==> src/rtl/eeprom_mitm_ctrl_if.sv <==
// Bus-side signal bundle for the EEPROM interception controller: synchronized
// inputs from the edge detectors and the controls driven to the MISO/MOSI muxes.
interface eeprom_mitm_ctrl_if #(
    parameter int MODE_WIDTH = 3
);
    logic                  ss_active;
    logic                  bit_valid;
    logic                  mosi_bit;
    logic                  mode_next;
    logic [MODE_WIDTH-1:0] mode;
    logic                  comm_active;
    logic                  miso_sel;
    logic                  mosi_sel;
    logic                  inj_bit;
    logic                  frame_done;
    logic                  frame_err;
    logic [2:0]            last_opcode;
    logic [8:0]            last_addr;

    modport master (
        output ss_active, bit_valid, mosi_bit, mode_next,
        input  mode, comm_active, miso_sel, mosi_sel, inj_bit,
               frame_done, frame_err, last_opcode, last_addr
    );

    modport slave (
        input  ss_active, bit_valid, mosi_bit, mode_next,
        output mode, comm_active, miso_sel, mosi_sel, inj_bit,
               frame_done, frame_err, last_opcode, last_addr
    );
endinterface

==> src/rtl/eeprom_mitm_ctrl.sv <==
// Per-frame interception controller for the 20-bit 3-wire EEPROM bus: tracks frame
// position, holds the attack mode and substitutes the data byte on MISO or MOSI.
module eeprom_mitm_ctrl #(
    parameter int         MODE_WIDTH  = 3,
    parameter logic [7:0] SUB_DATA    = 8'hff,
    parameter logic [8:0] TARGET_ADDR = 9'h120,
    parameter logic [2:0] OPC_READ    = 3'b110,
    parameter logic [2:0] OPC_WRITE   = 3'b101
) (
    input  logic               sys_clk,
    input  logic               rst_n,
    eeprom_mitm_ctrl_if.slave  bus
);

    localparam logic [2:0] ST_SKIP = 3'd0;
    localparam logic [2:0] ST_IDLE = 3'd1;
    localparam logic [2:0] ST_HDR  = 3'd2;
    localparam logic [2:0] ST_DATA = 3'd3;
    localparam logic [2:0] ST_TAIL = 3'd4;

    logic [2:0]            state;
    logic [4:0]            bit_cnt;
    logic [11:0]           hdr_sr;
    logic [7:0]            data_sr;
    logic [MODE_WIDTH-1:0] mode_q;
    logic                  mode_pend;
    logic                  comm_q;
    logic                  miso_sel_q;
    logic                  mosi_sel_q;
    logic                  done_q;
    logic                  err_q;
    logic [2:0]            last_opc_q;
    logic [8:0]            last_addr_q;

    logic [11:0] hdr_next;
    logic        is_read;
    logic        is_write;
    logic        hit;
    logic [5:0]  cnt_final;
    logic        in_frame;

    function automatic logic [MODE_WIDTH-1:0] step_mode(input logic [MODE_WIDTH-1:0] m);
        return (m >= MODE_WIDTH'(3)) ? '0 : m + MODE_WIDTH'(1);
    endfunction

    // NOTE: every signal assigned in always_comb gets a default first, so no path
    // through the block leaves it unassigned and no latch is inferred.
    always_comb begin
        hdr_next  = {hdr_sr[10:0], bus.mosi_bit};
        is_read   = (hdr_next[11:9] == OPC_READ);
        is_write  = (hdr_next[11:9] == OPC_WRITE);
        hit       = 1'b0;
        case (mode_q)
            MODE_WIDTH'(1): hit = is_read;
            MODE_WIDTH'(2): hit = is_read && (hdr_next[8:0] == TARGET_ADDR);
            MODE_WIDTH'(3): hit = is_write;
            default:        hit = 1'b0;
        endcase
        // A bit arriving with the SS fall is counted before the frame is closed.
        cnt_final = {1'b0, bit_cnt} + 6'(bus.bit_valid);
        in_frame  = (state == ST_HDR) || (state == ST_DATA) || (state == ST_TAIL);
    end

    // NOTE: reset is synchronous and active-low, and all state updates use
    // non-blocking assignments so every register samples pre-edge values.
    always_ff @(posedge sys_clk) begin
        if (!rst_n) begin
            state       <= bus.ss_active ? ST_SKIP : ST_IDLE;
            bit_cnt     <= '0;
            hdr_sr      <= '0;
            data_sr     <= '0;
            mode_q      <= '0;
            mode_pend   <= 1'b0;
            comm_q      <= 1'b0;
            miso_sel_q  <= 1'b0;
            mosi_sel_q  <= 1'b0;
            done_q      <= 1'b0;
            err_q       <= 1'b0;
            last_opc_q  <= '0;
            last_addr_q <= '0;
        end else begin
            comm_q <= bus.ss_active;
            done_q <= 1'b0;
            err_q  <= 1'b0;

            case (state)
                ST_SKIP: begin
                    if (bus.mode_next) mode_pend <= 1'b1;
                    if (!bus.ss_active) begin
                        state     <= ST_IDLE;
                        mode_pend <= 1'b0;
                        if (mode_pend || bus.mode_next) mode_q <= step_mode(mode_q);
                    end
                end
                ST_IDLE: begin
                    if (bus.mode_next) mode_q <= step_mode(mode_q);
                    if (bus.ss_active) begin
                        state   <= ST_HDR;
                        bit_cnt <= '0;
                        hdr_sr  <= '0;
                    end
                end
                ST_HDR: begin
                    if (bus.bit_valid) begin
                        hdr_sr  <= hdr_next;
                        bit_cnt <= bit_cnt + 5'd1;
                        if (bit_cnt == 5'd11) begin
                            state <= ST_DATA;
                            if (hit) begin
                                data_sr    <= SUB_DATA;
                                miso_sel_q <= is_read;
                                mosi_sel_q <= !is_read;
                            end
                        end
                    end
                end
                ST_DATA: begin
                    if (bus.bit_valid) begin
                        data_sr <= {data_sr[6:0], 1'b0};
                        bit_cnt <= bit_cnt + 5'd1;
                        if (bit_cnt == 5'd19) begin
                            state      <= ST_TAIL;
                            miso_sel_q <= 1'b0;
                            mosi_sel_q <= 1'b0;
                        end
                    end
                end
                ST_TAIL: begin
                    if (bus.bit_valid && (bit_cnt != 5'd31)) bit_cnt <= bit_cnt + 5'd1;
                end
                default: state <= ST_IDLE;
            endcase

            // Frame close overrides the per-state updates above.
            if (in_frame) begin
                if (bus.mode_next) mode_pend <= 1'b1;
                if (!bus.ss_active) begin
                    state      <= ST_IDLE;
                    miso_sel_q <= 1'b0;
                    mosi_sel_q <= 1'b0;
                    mode_pend  <= 1'b0;
                    if (mode_pend || bus.mode_next) mode_q <= step_mode(mode_q);
                    if (cnt_final == 6'd20) begin
                        done_q      <= 1'b1;
                        last_opc_q  <= hdr_sr[11:9];
                        last_addr_q <= hdr_sr[8:0];
                    end else begin
                        err_q <= 1'b1;
                    end
                end
            end
        end
    end

    assign bus.mode        = mode_q;
    assign bus.comm_active = comm_q;
    assign bus.miso_sel    = miso_sel_q;
    assign bus.mosi_sel    = mosi_sel_q;
    assign bus.inj_bit     = data_sr[7];
    assign bus.frame_done  = done_q;
    assign bus.frame_err   = err_q;
    assign bus.last_opcode = last_opc_q;
    assign bus.last_addr   = last_addr_q;

endmodule

==> src/flat_wrapper.sv <==
// flat-port wrapper written by rule: the top's interface ports become plain ports
module eeprom_mitm_ctrl_flat 
#(
    parameter int         MODE_WIDTH  = 3,
    parameter logic [7:0] SUB_DATA    = 8'hff,
    parameter logic [8:0] TARGET_ADDR = 9'h120,
    parameter logic [2:0] OPC_READ    = 3'b110,
    parameter logic [2:0] OPC_WRITE   = 3'b101
)
  (sys_clk, rst_n, bus_ss_active, bus_bit_valid, bus_mosi_bit, bus_mode_next, bus_mode, bus_comm_active, bus_miso_sel, bus_mosi_sel, bus_inj_bit, bus_frame_done, bus_frame_err, bus_last_opcode, bus_last_addr);
  eeprom_mitm_ctrl_if #(.MODE_WIDTH(MODE_WIDTH)) bus_i ();
  input  logic sys_clk;
  input  logic rst_n;
  input wire logic [$bits(bus_i.ss_active)-1:0] bus_ss_active;
  input wire logic [$bits(bus_i.bit_valid)-1:0] bus_bit_valid;
  input wire logic [$bits(bus_i.mosi_bit)-1:0] bus_mosi_bit;
  input wire logic [$bits(bus_i.mode_next)-1:0] bus_mode_next;
  output wire logic [$bits(bus_i.mode)-1:0] bus_mode;
  output wire logic [$bits(bus_i.comm_active)-1:0] bus_comm_active;
  output wire logic [$bits(bus_i.miso_sel)-1:0] bus_miso_sel;
  output wire logic [$bits(bus_i.mosi_sel)-1:0] bus_mosi_sel;
  output wire logic [$bits(bus_i.inj_bit)-1:0] bus_inj_bit;
  output wire logic [$bits(bus_i.frame_done)-1:0] bus_frame_done;
  output wire logic [$bits(bus_i.frame_err)-1:0] bus_frame_err;
  output wire logic [$bits(bus_i.last_opcode)-1:0] bus_last_opcode;
  output wire logic [$bits(bus_i.last_addr)-1:0] bus_last_addr;
  assign bus_i.ss_active = bus_ss_active;
  assign bus_i.bit_valid = bus_bit_valid;
  assign bus_i.mosi_bit = bus_mosi_bit;
  assign bus_i.mode_next = bus_mode_next;
  assign bus_mode = bus_i.mode;
  assign bus_comm_active = bus_i.comm_active;
  assign bus_miso_sel = bus_i.miso_sel;
  assign bus_mosi_sel = bus_i.mosi_sel;
  assign bus_inj_bit = bus_i.inj_bit;
  assign bus_frame_done = bus_i.frame_done;
  assign bus_frame_err = bus_i.frame_err;
  assign bus_last_opcode = bus_i.last_opcode;
  assign bus_last_addr = bus_i.last_addr;
  eeprom_mitm_ctrl #(.MODE_WIDTH(MODE_WIDTH), .SUB_DATA(SUB_DATA), .TARGET_ADDR(TARGET_ADDR), .OPC_READ(OPC_READ), .OPC_WRITE(OPC_WRITE)) u_core (.sys_clk(sys_clk), .rst_n(rst_n), .bus(bus_i));
endmodule
==> config.mk <==
export PLATFORM = sky130hd
export DESIGN_NAME = eeprom_mitm_ctrl_flat
export DESIGN_NICKNAME = d
export VERILOG_FILES = /design/src/rtl/eeprom_mitm_ctrl_if.sv /design/src/rtl/eeprom_mitm_ctrl.sv /design/src/flat_wrapper.sv
export SDC_FILE = /design/constraint.sdc
export NUM_CORES = 1
export LEC_CHECK = 0
export BUFFER_PORTS_ARGS = -buffer_cell sky130_fd_sc_hd__buf_4
export CAP_MARGIN = 20
export CELL_PAD_IN_SITES_DETAIL_PLACEMENT = 1
export CELL_PAD_IN_SITES_GLOBAL_PLACEMENT = 1
export CORE_UTILIZATION = 25
export CTS_CLUSTER_SIZE = 30
export DETAILED_ROUTE_END_ITERATION = 6
export PLACE_DENSITY_LB_ADDON = 0.1
export SLEW_MARGIN = 10
export SYNTH_ARGS = -nofsm -noshare
export SYNTH_HDL_FRONTEND = slang
export SYNTH_SLANG_ARGS = --single-unit
==> constraint.sdc <==
create_clock -name sys_clk -period 2.8 [get_ports sys_clk]
set_input_delay 0.14 -clock sys_clk [delete_from_list [all_inputs] [get_ports sys_clk]]
set_output_delay 0.14 -clock sys_clk [all_outputs]
set_load 0.01 [all_outputs]
==> impl_metrics.csv, run 1 <==
group,metric,value,unit
outcome,outcome,"finished, violations left",
outcome,violations,"design-rule violations",
die,initial_core_util,0.260,
clock_network,cts_root_buf,"clkbuf_8",
critical_path,slowest_delay,0.56,ns
clock_network,clk_path_buf_depth,2,
drt,finalWirelength,5460,um
yosys,yosysWarnings,0,
power_and_ir_drop,vdd_drop_max,0.000210,V
sta,final.period_utilization,0.781,
placement,globalplace.congestion,0.746,
clock_network,clock_sinks,49,
critical_path,crit_slowest_cell,"dfxtp_1",
clock_network,cts_hold_buf,0,
die,die_x,97.6,um
layout,areaGrowthSynthToFinish,18.4,%
sta,rsz0062_at_grt,"false",
die,dieHeight,97.6,um
sta,finalHoldViolCount,0,
die,io_pins,27,
yosys,synthesis.area,0.00229,sq mm
critical_path,critPathArrivalTime,2.39,ns
yosys,synthArstFlopShare,0,
grt,grt_pass1_wl,9230,um
grt,overflow,0,
min_path,min_path_type,"input pin to flop",
yosys,yosys.area.top_type,"dfxtp_1",
yosys,yosys.cell_count.top_type,"dfxtp_1",
critical_path,path_class,"flop to flop",
layout,n_antenna_cell,0,
yosys,synth-edff-count,0,
critical_path,worstPathMaxFanout,13,
yosys,ys.flop_type,"dfxtp_1",
clock_network,clk_pin_slew,0.10,ns
critical_path,crit_path_end_kind,"flop",
placement,portBuffers,26,
clock_network,insertion_delay,0.31,ns
yosys,syn_nets,254,
yosys,ys_seq_area_frac,0.429,
grt,antenna_found_initial,0,
sta,setup_viol,0,
clock_network,cts_made_buffers,5,
placement,hpwl,3780,um
sta,setup_tns,0,ns
grt,grt_max_degree,46,
critical_path,cp_cell_sequence,"nor2b_1, a21oi_2, nor4_4, buf_4, mux2i_1, nor2b_1",
drt,viasPerCell,4.70,
critical_path,required,3.00,ns
yosys,synthCells,240,
layout,fillCellCount,1022,
die,row_count,34,
drt,vias,1750,
layout,drive_above_1_share,0.163,
drt,drtIter0Drc,47,
yosys,synthTopCellsByCount,"dfxtp_1, nor2b_1, mux2i_1, a22oi_1, nand2_1",
critical_path,start_kind,"flop",
critical_path,cp_common_cell,"nor2b_1",
yosys,ys_types,47,
layout,utilization,0.307,
clock_network,cts_tree,"built",
drt,first_pass_iters,6,
die,die_area,0.00953,sq mm
sta,finalCriticalPeriod,2.19,ns
grt,track_usage,0.121,
sta,finalClockSkew,0.0134,ns
grt,grt_pass1_vias,1782,
drt,drc,2,
job,drv_cap,0,
clock_network,ctsResizeCount,0,
sta,slew_headroom,0.396,
power_and_ir_drop,p_leak,1.01,nW
layout,finalNetCount,277,
sta,finalMaxSlewViolations,0,
yosys,netlist.area_leader.share,0.429,
clock_network,post-cts-setup-buffer-count,0,
yosys,synth_area_leaders,"dfxtp_1, mux2i_1, nor2b_1, a22oi_1, ha_1",
die,coreArea,0.00881,sq mm
drt,wl_per_cell,14.7,um
drt,ant_nets,0,
power_and_ir_drop,powerDensity,526,mW/mm^2
yosys,syn_avg_cell_area,9.52,sq um
sta,fmax,457,MHz
sta,worst_pin_slew,0.905,ns
yosys,synth-seq-cells,49,
clock_network,htreeDepth,2,
cells in the final DEF, fill, tap and decap left out, types with 7 or more instances in the layout:
master    instances
ha_1              8
inv_1             7
a21boi_0         11
nand2_1          14
mux2i_1          19
buf_4            28
nor2_1           13
nor2b_1          29
o21ai_0           7
a22oi_1          14
dfxtp_1          49
critical path, delay by kind of cell (launching register included):
family,cells,cell delay [ns]
simple gates,3,0.87
mux,1,0.21
buf+inv,1,0.29
flops,1,0.56
compound gates,1,0.15
state kept, by name, summed over array words and instances, names as in the netlist:
name and cells:
u_core.bus.frame_err 1, u_core.bus.last_opcode 3, u_core.data_sr 8, u_core.state 3
u_core.bus.mosi_sel 1, u_core.hdr_sr 12, u_core.bit_cnt 5, u_core.bus.last_addr 9
u_core.bus.miso_sel 1, u_core.bus.frame_done 1, u_core.bus.mode 3, u_core.mode_pend 1
u_core.bus.comm_active 1
metal layers:
metal,track usage,vias up,part of all wire
li1,-,897,-
met1,0.162,831,0.50
met2,0.199,20,0.47
met3,0.0245,2,0.026
met4,0.0280,0,0.0059
met5,0,-,0
worst paths after layout:
path	startpoint	cells after the start	end	slack (ns)
setup / recovery	u_core.state[1]$_SDFF_PN0_	6	u_core.bus.last_opcode[0]$_SDFFE_PN0P_	0.61
hold / removal	bus_ss_active	2	u_core.state[0]$_DFF_P_	0.09
setup reg to reg	u_core.state[1]$_SDFF_PN0_	6	u_core.bus.last_opcode[0]$_SDFFE_PN0P_	0.61
hold reg to reg	u_core.data_sr[0]$_SDFFE_PN0P_	2	u_core.data_sr[0]$_SDFFE_PN0P_	0.48
report_power, final:
| part | internal (W) | switching [W] |
|---|---|---|
| clock network | 0.000360 | 0.000260 |
| registers | 0.000705 | 0.0000127 |
| logic | 0.0000362 | 0.0000499 |
layout make-up:
class	count	area, sq um	area share
Clock buffer	5	68.8	0.0254
Clock inverter	3	68.8	0.0254
Inverter	7	26.3	0.00970
Multi-Input combinational cell	172	1220	0.450
Sequential cell	49	981	0.362
Tap cell	108	135	0.0499
Timing Repair Buffer	28	210	0.0776
per-stage QoR:
step	setup slack, ns	instance area (sq um)	hold slack (ns)	power (W)	std cells
after CTS	0.539	2710	0.0876	0.00145	372
after global placement	0.576	2570	0.408	0.000824	364
final	0.613	2710	0.0946	0.00142	372
after detailed placement	0.556	2570	0.407	0.000823	364
after floorplan	0.807	2290	0.270	0.000789	240
after global routing	0.346	2710	0.108	0.00149	372
cell families (layout without fill, tap and decap cells):
kind of cell    after synthesis  in the layout  synth area share
mux                          19             19            0.0832
buf+inv                      19             43            0.0383
fa+ha+maj                     8              8            0.0438
xor+xnor                      1              1           0.00383
compound gates               51             51             0.152
simple gates                 93             93             0.250
flops                        49             49             0.429
Power figures use the tool's default switching activity.
==> run 2: changes to the inputs <==
--- a/config.mk
+++ b/config.mk
@@ -5,6 +5,7 @@
 export SDC_FILE = /design/constraint.sdc
 export NUM_CORES = 1
 export LEC_CHECK = 0
+export ABC_AREA = 1
 export BUFFER_PORTS_ARGS = -buffer_cell sky130_fd_sc_hd__buf_4
 export CAP_MARGIN = 20
 export CELL_PAD_IN_SITES_DETAIL_PLACEMENT = 1
==> constraint.sdc (replaced) <==
create_clock -name sys_clk -period 2.04 [get_ports sys_clk]
set_input_delay 0.102 -clock sys_clk [delete_from_list [all_inputs] [get_ports sys_clk]]
set_output_delay 0.102 -clock sys_clk [all_outputs]
set_load 0.01 [all_outputs]
==> impl_metrics.csv, run 2 <==
group,metric,value,unit
outcome,outcome,"completed",
die,io_pins,27,
clock_network,cts_tree,"built",
sta,slew_headroom,0.602,
clock_network,cts_made_buffers,5,
power_and_ir_drop,vdd_drop_max,0.000323,V
yosys,ys_seq_area_frac,0.436,
sta,fin_ws,0.215,ns
layout,utilization,0.303,
critical_path,worstPathMaxFanout,15,
grt,antenna_found_initial,0,
layout,areaGrowthSynthToFinish,17.5,%
drt,drtIter0Drc,61,
min_path,min_path_type,"input pin to flop",
drt,finalWirelength,5990,um
critical_path,critPathArrivalTime,2.07,ns
yosys,synthCells,300,
placement,globalplace.congestion,0.745,
yosys,yosysWarnings,0,
sta,finalClockSkew,0.0100,ns
drt,drc,0,
yosys,ys.flop_type,"dfxtp_1",
die,coreArea,0.00872,sq mm
power_and_ir_drop,powerDensity,684,mW/mm^2
sta,finalMaxSlewViolations,0,
min_path,min_path_cells,2,
critical_path,crit_path_end_kind,"flop",
die,die_area,0.00939,sq mm
yosys,synthTopCellsByCount,"nand2_1, dfxtp_1, a21oi_1, nor2_1, inv_1",
layout,largest_reg_flops,12,
job,drv_cap,0,
sta,fmax,548,MHz
yosys,synth-seq-cells,49,
drt,ant_nets,0,
yosys,syn_nets,314,
layout,stdcell_count,437,
yosys,synthesis.area,0.00225,sq mm
drt,viasPerCell,4.53,
drt,wl_per_cell,13.7,um
drt,first_pass_iters,4,
placement,portBuffers,26,
yosys,synth-edff-count,0,
clock_network,cts_root_buf,"clkbuf_8",
grt,grt_pass1_wl,10200,um
clock_network,clock_sinks,49,
yosys,netlist.area_leader.share,0.436,
power_and_ir_drop,power,0.00181,W
sta,finalCriticalPeriod,1.83,ns
clock_network,post-cts-setup-buffer-count,0,
grt,overflow,0,
yosys,ys_types,39,
grt,track_usage,0.135,
clock_network,clk_path_buf_depth,2,
sta,setup_tns,0,ns
yosys,synth_area_leaders,"dfxtp_1, nand2_1, a21oi_1, nor2_1, ha_1",
layout,drive_above_1_share,0.204,
yosys,syn_avg_cell_area,7.51,sq um
layout,final_cell_mix,"nand2_1, dfxtp_1, nor2_1, a21oi_1, buf_4",
sta,worst_pin_slew,0.597,ns
clock_network,insertion_delay,0.31,ns
die,dieHeight,96.9,um
layout,finalNetCount,342,
critical_path,required,2.28,ns
sta,rsz0062_at_grt,"false",
layout,fillCellCount,1085,
clock_network,clk_pin_slew,0.10,ns
placement,post-place-ws,0.199,ns
yosys,synthArstFlopShare,0,
critical_path,path_class,"flop to flop",
layout,n_antenna_cell,0,
layout,final-seq-area,983,sq um
yosys,yosys.area.top_type,"dfxtp_1",
critical_path,start_kind,"flop",
layout,regMostFlops,"u_core.hdr_sr",
power_and_ir_drop,p_leak,1.08,nW
grt,grt_max_degree,18,
die,row_count,34,
critical_path,r2r_cells,8,
sta,finalHoldViolCount,0,
die,initial_core_util,0.258,
placement,placed_cells,429,
sta,setup_viol,0,
layout,multi_input_area,0.00109,sq mm
yosys,yosys.cell_count.top_type,"nand2_1",
layout,final_common_cell,"nand2_1",
drt,vias,1980,
sta,final.period_utilization,0.895,
clock_network,htreeDepth,2,
die,die_x,96.9,um
grt,grt_pass1_vias,1988,
placement,hpwl,4420,um
[run 2: logic make-up after synthesis]
family	synth area share
flops	0.436
simple gates	0.267
mux	0.00444
compound gates	0.167
fa+ha+maj	0.0444
buf+inv	0.0822
[run 2: final timing paths]
kind / start / endpoint / slack (ns)
max: u_core.bit_cnt[0]$_SDFFE_PN0P_ / u_core.bus.last_opcode[1]$_SDFFE_PN0P_ / 0.21
min: bus_ss_active / u_core.state[0]$_DFF_P_ / 0.04
max reg2reg: u_core.bit_cnt[0]$_SDFFE_PN0P_ / u_core.bus.last_opcode[1]$_SDFFE_PN0P_ / 0.21
min reg2reg: u_core.hdr_sr[11]$_SDFFE_PN0P_ / u_core.hdr_sr[11]$_SDFFE_PN0P_ / 0.48
[run 2: cell type report]
type,instances,share of cell area
clock buffer,5,0.0260
clock inverter,3,0.00804
inverter,35,0.0525
multi-input combinational,209,0.411
sequential,49,0.372
tap,108,0.0511
timing repair buffer,28,0.0794
[run 2: per-stage QoR]
step / hold slack [ns] / area (sq um)
finish: 0.0440 / 2650
CTS: 0.0422 / 2640
detailed placement: 0.368 / 2550
global placement: 0.365 / 2550
global route: 0.0417 / 2650
floorplan: 0.178 / 2250
[run 2: routing by layer]
metal | vias to the layer above | wire [um] | global-route usage
li1 | 1038 | - | -
met1 | 913 | 3100 | 0.191
met2 | 23 | 2660 | 0.209
met3 | 6 | 153 | 0.0224
met4 | 0 | 78 | 0.0413
met5 | - | 0 | 0
[run 2: where the power goes]
group / switching, W / internal [W] / total (W)
logic: 0.000133 / 0.0000703 / 0.000203
clock network: 0.000367 / 0.000245 / 0.000611
registers: 0.0000202 / 0.000975 / 0.000996
total: 0.000520 / 0.00129 / 0.00181
[run 2: worst max-delay path: stages (launching register included)]
cell and delay (ns):
dfxtp_2 0.36, ha_1 0.20, ha_1 0.20, a211o_1 0.30, a21oi_4 0.20, nand2_4 0.13, inv_6 0.16, o21ai_0 0.10
a21oi_1 0.11
[run 2: what timing repair did]
action	in CTS	in global routing
hold buffers	0	0
gates resized for setup	0	3
setup endpoints to repair	0	4
hold endpoints to repair	0	0
